[src/rtl/button_debouncer_pkg.sv]
// Shared defaults and per-button event type for the push-button front end.
package button_debouncer_pkg;

  localparam int DEF_WIDTH           = 3;
  // About 20 ms at the 50 MHz board clock
  localparam int DEF_DEBOUNCE_CYCLES = 1000000;
  localparam bit DEF_ACTIVE_LOW      = 1'b0;

  typedef struct packed {
    logic state;
    logic press;
    logic rel;
  } btn_evt_t;

endpackage

[src/rtl/button_debounce_one.sv]
// One button: 2-flop synchronizer, persistence counter, debounced level and edge pulses.
module button_debounce_one
  import button_debouncer_pkg::*;
#(
  parameter int DEBOUNCE_CYCLES = DEF_DEBOUNCE_CYCLES
) (
  input  logic     clk,
  input  logic     reset,
  input  logic     n,
  output btn_evt_t o
);

  localparam int              CW      = $clog2(DEBOUNCE_CYCLES);
  localparam logic [CW-1:0]   CNT_MAX = CW'(DEBOUNCE_CYCLES - 1);

  if (DEBOUNCE_CYCLES < 2) begin : g_bad_param
    $error("DEBOUNCE_CYCLES must be at least 2");
  end

  logic [1:0]    sync_pipe;
  logic          s;
  logic          stable;
  logic [CW-1:0] cnt;
  logic          press;
  logic          rel;

  assign s = sync_pipe[1];

  // Any return of s to the stable level restarts the count, so bounces never accumulate.
  always_ff @(posedge clk or posedge reset) begin
    if (reset) begin
      sync_pipe <= '0;
      stable    <= 1'b0;
      cnt       <= '0;
      press     <= 1'b0;
      rel       <= 1'b0;
    end else begin
      sync_pipe <= {sync_pipe[0], n};
      press     <= 1'b0;
      rel       <= 1'b0;
      if (s == stable) begin
        cnt <= '0;
      end else if (cnt == CNT_MAX) begin
        stable <= s;
        cnt    <= '0;
        press  <= s;
        rel    <= ~s;
      end else begin
        cnt <= cnt + 1'b1;
      end
    end
  end

  assign o = '{state: stable, press: press, rel: rel};

endmodule

[src/rtl/button_debouncer.sv]
// Push-button front end: polarity normalization plus one debouncer per button.
module button_debouncer
  import button_debouncer_pkg::*;
#(
  parameter int WIDTH           = DEF_WIDTH,
  parameter int DEBOUNCE_CYCLES = DEF_DEBOUNCE_CYCLES,
  parameter bit ACTIVE_LOW      = DEF_ACTIVE_LOW
) (
  input  logic             clk,
  input  logic             reset,
  input  logic [WIDTH-1:0] btn_raw,
  output logic [WIDTH-1:0] btn_state,
  output logic [WIDTH-1:0] btn_press,
  output logic [WIDTH-1:0] btn_release
);

  logic     [WIDTH-1:0] n;
  btn_evt_t [WIDTH-1:0] evt;

  // After this point 1 always means pressed.
  assign n = btn_raw ^ {WIDTH{ACTIVE_LOW}};

  for (genvar i = 0; i < WIDTH; i++) begin : g_lane
    button_debounce_one #(
      .DEBOUNCE_CYCLES(DEBOUNCE_CYCLES)
    ) u_one (
      .clk  (clk),
      .reset(reset),
      .n    (n[i]),
      .o    (evt[i])
    );
    assign btn_state[i]   = evt[i].state;
    assign btn_press[i]   = evt[i].press;
    assign btn_release[i] = evt[i].rel;
  end

endmodule

[config.mk]
export PLATFORM = sky130hd
export DESIGN_NAME = button_debouncer
export DESIGN_NICKNAME = d
export VERILOG_FILES = /design/src/rtl/button_debouncer_pkg.sv /design/src/rtl/button_debounce_one.sv /design/src/rtl/button_debouncer.sv
export SDC_FILE = /design/constraint.sdc
export NUM_CORES = 1
export LEC_CHECK = 0
export ABC_AREA = 1
export CORE_MARGIN = 3
export CORE_UTILIZATION = 30
export CTS_BUF_LIST = sky130_fd_sc_hd__clkbuf_2 sky130_fd_sc_hd__clkbuf_4 sky130_fd_sc_hd__clkbuf_8
export DETAILED_ROUTE_END_ITERATION = 8
export PLACE_DENSITY = 0.5
export REMOVE_ABC_BUFFERS = 1
export SETUP_SLACK_MARGIN = 0.05
export SLEW_MARGIN = 20
export SYNTH_ARGS = -nofsm -noshare
export SYNTH_HDL_FRONTEND = slang
export SYNTH_SLANG_ARGS = --single-unit
export TNS_END_PERCENT = 10
[constraint.sdc]
create_clock -name clk -period 5.76 [get_ports clk]
set_input_delay 1.728 -clock clk [delete_from_list [all_inputs] [get_ports clk]]
set_output_delay 1.728 -clock clk [all_outputs]
set_load 0.01 [all_outputs]
==> summary by stage, run 1 <==
Run status
The flow ran to the end, and the final reports show no timing, DRC or antenna violations.

Floorplanning
The count of standard-cell rows is 41. The die boundary height is 121 um. The initial core utilization is 0.311.

For this design the top-level I/O count stands at 14. The core region is 12800 um^2. The floorplan step set the die width to 121 um. The area of the die is 14700 um^2.

Layout
In the final layout, the multi-input gates occupy 1820 um^2. In the final layout, the share of cells above drive strength 1 is 0.117. The finished layout cell area is 4500 um^2.

The final-layout fill cell count is 1317. The number of standard cells in the final layout excluding fillers is 677. The area overhead of the layout relative to synthesis is 13.1%. The antenna cell count is 0. The sequential cell area in the final layout is 1880 um^2.

For this run, the post-layout net count is 509. Once layout is complete, the utilization of the core stands at 0.352.

Worst setup path
Data on the critical path arrives at its endpoint at 1.31 ns. On the worst path, the slowest cell contributes a delay of 0.56 ns. The critical path goes through clkdlybuf4s50_1. Of all nets on the critical path, the largest fanout is 4.

The sum of buffers and inverters on the critical path is 1. For this design, the slowest cell found on the critical path is sky130_fd_sc_hd__clkdlybuf4s50_1. The worst setup path is captured at a primary output. STA classifies the critical path startpoint as a flip-flop. The setup path with the least slack is of type reg -> out. Broken down by cell family, the worst path's largest delay share belongs to buffers and inverters. The required time of the worst setup path is 4.03 ns.

Clocking
Counting the buffers created by CTS gives 9. The number of gates resized after cts is 0. The clock root buffer is sky130_fd_sc_hd__clkbuf_8. The longest clock path from root to sink contains 2 buffers.

At the later pin of the worst-skew pair, clock insertion delay measures 0.36 ns. The H-tree depth is 3. The number of buffers added for setup after CTS is 0.

The total clock sinks is 75. TritonCTS built the clock tree. After clock tree synthesis, the clock-pin slew on the worst setup and hold paths is 0.07 ns. Buffers inserted to repair hold after CTS numbered 0.

Min path
The tightest min-delay check is of the reg -> reg type.

Yosys
The arithmetic-cell share of the synthesized area counting full adders, half adders and majority gates is 0.00944. The fraction of synthesized cell area in xor and xnor cells is 0.0661. The share of the yosys chip area belonging to registers is 0.472. The average footprint of a synthesized cell is 8.15 um^2. The area fraction of the dominant cell type after synthesis is 0.472.

After synthesis, the netlist uses 27 different library cells. The most common flop cell mapped by yosys is sky130_fd_sc_hd__dfrtp_1. Among all cell types in the netlist, the one instantiated most often is sky130_fd_sc_hd__nor2_1. The area fraction in and, or, nand and nor cells after synthesis is 0.363. The number of enable-type register cells in the synthesized netlist is 0. The netlist area before placement is 3980 um^2. By count the netlist is led by sky130_fd_sc_hd__nor2_1 (119), sky130_fd_sc_hd__dfrtp_1 (75), sky130_fd_sc_hd__nand2_1 (74). The cell taking the most area after synthesis is sky130_fd_sc_hd__dfrtp_1. After synthesis, the largest family of logic cells by area is simple AND/OR/NAND/NOR gates. After synthesis, the cell types taking the most area are sky130_fd_sc_hd__dfrtp_1 (47%), sky130_fd_sc_hd__nor2_1 (11%), sky130_fd_sc_hd__nand2_1 (7.0%). The fraction of the mapped netlist area in compound gates is 0.0195. The warning count from the yosys run is 0. Counting every instance in the synthesized netlist gives 488. Counting flops and latches in the post-synthesis netlist gives 75. Counting flops with an async set or reset pin after synthesis yields a share of 1.00. Of the post-synthesis cell area, the part taken by muxes is 0.

Timing
Setup repair after global routing left no endpoint under its margin. The setup clock skew after layout is 0.0135 ns. The worst path needs 3.04 ns of the cycle, external delays included.

The total negative slack is 0 ns. Setup slack on the critical path of the routed design comes to 2.72 ns. The final critical-path share of the clock period is 0.528. The total of endpoints with negative setup slack in the final report is 0. The hold violation total from the final report is 0. The max-slew violation count came to 0. At the pin with the least slew margin, the transition time is 0.934 ns. The worst max-slew margin expressed relative to the limit is 0.375. For this run, the top clock speed supported by timing is 0.329 GHz.

Drt
The ratio of routed vias to standard cells is 4.41. Summed over all layers, the routed wires come to 7880 um. Once detail routing completed, the nets flagged for antenna violations numbered 0. For this block, the initial DRC count from the detailed router was 154. The per-cell routed wire length is 11.6 um. Before antenna repair, the detailed router went through 6 iterations.

The final routed DRC violation total is 0. The count of vias placed by the detailed router is 2984.

Global routing
Global routing finished with a remaining overflow of 0. The number of global-route vias before repair is 2986. The number of antenna violations at the first check in global routing is 0.

The first global-routing pass estimated 14300 um of wire. The overall global routing resource usage is 0.121. The maximum number of pins on one net before global-route repair is 52.

Placement
The HPWL after detailed placement is 5740 um. Routability-driven placement finished with a final weighted congestion of 0.804. The placed standard-cell area is 4230 um^2. The pre-CTS setup slack is 2.58 ns. The cell count after placement is 662.

The number of input and output port buffers inserted is 13.

Run
The tool flagged a number of max-cap violations equal to 0.

Power
The power density normalized to cell area is 247 nW/um^2. VDD sags by at most 0.129 mV. In this run the static leakage power is 0.00189 uW.
[area by class of cell]
type | count | share of cell area
Sequential cell | 75 | 0.417
Multi-Input combinational cell | 352 | 0.405
Tap cell | 172 | 0.0479
Inverter | 49 | 0.0412
Clock buffer | 10 | 0.0306
Timing Repair Buffer | 14 | 0.0306
Clock inverter | 5 | 0.0278
[cell usage in the layout (no fill, tap or decap), drive strengths merged]
master and n:
bufinv 4, dfrtp 75, nand3 58, nor3 14, ha 3, buf 1
nand3b 1, inv 48, xnor2 12, a21oi 10, clkbuf 10, nor3b 1
or2 1, o21bai 1, o21ai 4, nand4 6, clkinv 2, xor2 18
clkdlybuf4s50 13, nor2 140, nand2 83
[flip-flops by register name, indices dropped and copies added, names as in the netlist]
name	count
g_lane.u_one.rel	3
g_lane.u_one.press	3
g_lane.u_one.stable	3
g_lane.u_one.cnt	60
g_lane.u_one.sync_pipe	6
[stage by stage]
stage / hold slack, ns / power [uW]
5_1_grt: 0.371 / 1160
4_1_cts: 0.355 / 1130
3_5_place_dp: 0.336 / 586
3_3_place_gp: 0.334 / 585
2_1_floorplan: 0.331 / 573
6_report: 0.352 / 1110
[layer usage]
| metal | vias up | GRT usage | wire (um) |
|---|---|---|---|
| li1 | 1544 | - | - |
| met4 | 0 | 0.0340 | 98 |
| met1 | 1406 | 0.164 | 4030 |
| met3 | 10 | 0.0336 | 228 |
| met2 | 24 | 0.190 | 3520 |
| met5 | - | 0 | 0 |
[path summary, 6_finish.rpt]
| kind | startpoint | cells past startpoint | slack (ns) | end |
|---|---|---|---|---|
| setup / recovery | g_lane[0].u_one.stable | 1 | 2.72 | btn_state[0] |
| hold / removal | g_lane[0].u_one.sync_pipe[0] | 0 | 0.35 | g_lane[0].u_one.sync_pipe[1] |
| setup reg to reg | g_lane[2].u_one.stable | 6 | 3.87 | g_lane[2].u_one.cnt[18] |
| hold reg to reg | g_lane[0].u_one.sync_pipe[0] | 0 | 0.35 | g_lane[0].u_one.sync_pipe[1] |
| max in group asynchronous | reset | 3 | 3.06 | g_lane[0].u_one.sync_pipe[1] |
| min in group asynchronous | reset | 2 | 1.84 | g_lane[1].u_one.cnt[6] |
[logic make-up after synthesis]
family                     after synthesis
DFF                                     75
adders and majority gates                3
AOI/OAI and AO/OA                       15
buffers and inverters                   61
xor gates and xnor gates                30
and+or+nand+nor                        304
[report_power, final]
group / switching [uW] / internal [uW] / leakage, uW
logic: 24.9 / 9.98 / 0.000727
registers: 5.26 / 533 / 0.00103
clock network: 199 / 340 / 0.000132
No activity file was read; power rests on OpenSTA's default activity.
==> run 2, diff against run 1 <==
- clock period: 5.76 -> 2.9 ns (I/O delays scaled with it)
==> summary by stage, run 2 (synthesis gave the netlist of run 1 again) <==
Worst setup path
The endpoint of the most critical register-to-register path was g_lane[0].u_one.cnt[11] (was g_lane[2].u_one.cnt[18]). The arrival time at the worst endpoint is 1.33 ns (was 1.31 ns). Critical-path cell list: clkdlybuf4s50_1 (unchanged). The launch point of the worst reg-to-reg path is g_lane[0].u_one.cnt[0] (was g_lane[2].u_one.stable). The stage delay of the slowest cell on the critical path was 0.56 ns (about the same). The cell class contributing the biggest share of worst-path delay is buffers and inverters (unchanged). The sum of buffers and inverters on the critical path is 1 (unchanged). The slowest cell on the critical path is sky130_fd_sc_hd__clkdlybuf4s50_1 (unchanged). The number of cells traversed by the worst register-to-register path is 6 (unchanged). The sort of element at the start of the critical path is a flip-flop (unchanged). The highest fanout seen on the critical path is 4 (unchanged). The endpoint class of the critical path is a primary output (unchanged). The end point of the critical path is btn_state[0] (unchanged). The required time of the worst setup path is 2.03 ns (was 4.03 ns).

The depth of the critical timing path with buffers and inverters included came to 1 (unchanged). The worst setup path startpoint is g_lane[0].u_one.stable (unchanged). The critical path class is reg -> out (unchanged). The flop-to-flop setup slack is 1.33 ns (was 3.87 ns).

Layout
The share of post-route cells with drive strength above 1 is 0.122 (was 0.117). The register with the most flip-flops was g_lane.u_one.cnt (unchanged). The area overhead of the layout relative to synthesis was 12.0% (was 13.1%). Most frequent cells in the layout: sky130_fd_sc_hd__nor2_1 (119), sky130_fd_sc_hd__dfrtp_1 (75), sky130_fd_sc_hd__nand2_1 (74) (unchanged). The final-layout fill cell count is 1319 (was 1317). Biggest registers after layout: g_lane.u_one.cnt: 60 flops, g_lane.u_one.sync_pipe: 6 flops (unchanged). The commonest non-fill, non-tap cell in the layout is sky130_fd_sc_hd__nor2_1 (unchanged). The number of flip-flops under the largest register name is 60 (unchanged). The antenna cell count is 0 (unchanged). The final layout net count is 512 (was 509).

Power
The relative contribution of sequential cells to total power was 0.563 (was 0.484). The leakage power figure is 0.00187 uW (was 0.00189 uW). The worst vdd rail ir drop was 0.186 mV (was 0.129 mV).

The logic gate share of total power is 0.039 (was 0.031). The power density normalized to cell area was 427 nW/um^2 (was 247 nW/um^2). The clock network fraction of design power is 0.397 (was 0.485).

The internal power of the cells is 1470 uW (was 884 uW). The net switching power is 433 uW (was 229 uW). The switching portion of total power was 0.228 (was 0.206).

Clocking
The number of buffers inserted by hold repair at cts is 0 (unchanged). The clock-pin transition on the worst setup and hold timing paths is 0.07 ns (about the same). The CTS tree is built (unchanged). The clock tree buffer depth came to 2 (unchanged). The number of gates resized after cts was 0 (unchanged). The TritonCTS buffer count was 9 (unchanged). The clock root buffer is sky130_fd_sc_hd__clkbuf_8 (unchanged). The latest clock arrival within the worst-skew pair is 0.35 ns (was 0.36 ns). The total clock sinks was 75 (unchanged).

The H-tree depth was 3 (unchanged). The number of buffers added for setup after CTS is 0 (unchanged).

Timing
The max-slew violation count is 0 (unchanged). The maximum achievable frequency is 0.455 GHz. The worst max-slew margin expressed relative to the limit is 0.720 (was 0.375). The total negative slack is 0 ns (unchanged). Setup repair after global routing missed its margin: no (unchanged).

The hold violation total from the final report was 0 (unchanged). The setup clock skew after layout is 0.00727 ns (was 0.0135 ns). The total of endpoints with negative setup slack in the final report was 0 (unchanged). The final critical-path share of the clock period is 0.757. The actual slew at the worst max-slew pin is 0.420 ns (was 0.934 ns). The time the final worst path needs with I/O delays and setup is 2.20 ns. The post-route worst setup slack is 0.704 ns (was 2.72 ns).

Floorplanning
The count of standard-cell rows is 41 (unchanged). The core area was 12800 um^2 (unchanged). The die width came to 121 um (unchanged). The I/O pin count is 14 (unchanged). The initial core utilization is 0.311 (unchanged). The die boundary height is 121 um (unchanged). The area of the die came to 14700 um^2 (unchanged).

Global routing
The number of global-route vias before repair came to 2969 (was 2986). The maximum number of pins on one net before global-route repair is 28 (was 52). The total congestion overflow is 0 (unchanged). The first-pass GRT wire length is 14100 um (was 14300 um).

The overall global routing resource usage was 0.121 (about the same). The number of antenna violations at the first check in global routing is 0 (unchanged).

Drt
The final routed DRC violation total is 0 (unchanged). The routed wire length was 7950 um (was 7880 um). The number of iterations in the first detailed-routing pass is 4 (was 6). The detailed router's first-iteration violation count came to 151 (was 154).

The per-cell routed wire length was 11.7 um (was 11.6 um). The remaining number of nets flagged by the antenna check after routing is 0 (unchanged). The count of vias placed by the detailed router is 3050 (was 2984). The ratio of routed vias to standard cells is 4.49 (was 4.41).

Placement
The number of input and output port buffers inserted is 13 (unchanged). The weighted congestion at the end of routability-driven global placement is 0.841 (was 0.804). The pre-CTS setup slack was 1.08 ns (was 2.58 ns). The half-perimeter wire length of the detailed placement result came to 5890 um (was 5740 um).

Min path
The cell depth of the worst hold path came to 0 (unchanged). The worst hold path class is reg -> reg (unchanged).

Run
The total of max-cap violations came to 0 (unchanged).

Run status
Status: finished clean (unchanged).
-- run 2: cell type report --
cell class / count / area, um^2 / area share
repair buffers: 17 / 173 / 0.0388
inverters: 49 / 185 / 0.0416
clock inverters: 2 / 10.0 / 0.00225
multi-input cells: 352 / 1820 / 0.409
well taps: 172 / 215 / 0.0483
flip-flops and latches: 75 / 1880 / 0.422
clock buffers: 13 / 173 / 0.0388
-- run 2: power groups by stage --
stage	sequential [uW]	clock [uW]	combinational, uW
final	1070	755	74.8
after detailed placement	1090	0	78.2
after CTS	1070	791	78.4
after global placement	1090	0	77.2
after global routing	1070	839	88.1
after floorplan	1090	0	49.0
-- run 2: worst min path at each step --
stage                                       startpoint                           end  slack [ns]
after floorplan           g_lane[0].u_one.sync_pipe[0]  g_lane[0].u_one.sync_pipe[1]        0.33
after global placement    g_lane[1].u_one.sync_pipe[0]  g_lane[1].u_one.sync_pipe[1]        0.34
after detailed placement  g_lane[1].u_one.sync_pipe[0]  g_lane[1].u_one.sync_pipe[1]        0.34
after CTS                 g_lane[0].u_one.sync_pipe[0]  g_lane[0].u_one.sync_pipe[1]        0.36
after global routing      g_lane[0].u_one.sync_pipe[0]  g_lane[0].u_one.sync_pipe[1]        0.37
final                     g_lane[0].u_one.sync_pipe[0]  g_lane[0].u_one.sync_pipe[1]        0.35
-- run 2: metrics by stage --
stage                     power, uW  hold WS [ns]  area, um^2   util  instances
after floorplan                1140         0.331        3880      -        476
after global placement         1170         0.336        4270  0.334        665
after detailed placement       1170         0.336        4270  0.334        665
after CTS                      1940         0.359        4450  0.349        680
after global routing           2000         0.371        4450  0.349        680
final                          1900         0.354        4450  0.349        680
-- run 2: routing by layer --
| layer | routed length (um) | track usage | vias up | share of wire |
|---|---|---|---|---|
| met5 | 0 | 0 | - | 0 |
| met4 | 176 | 0.0559 | 0 | 0.022 |
| met3 | 301 | 0.0280 | 14 | 0.038 |
| met2 | 3610 | 0.191 | 53 | 0.45 |
| met1 | 3860 | 0.159 | 1429 | 0.49 |
| li1 | - | - | 1554 | - |
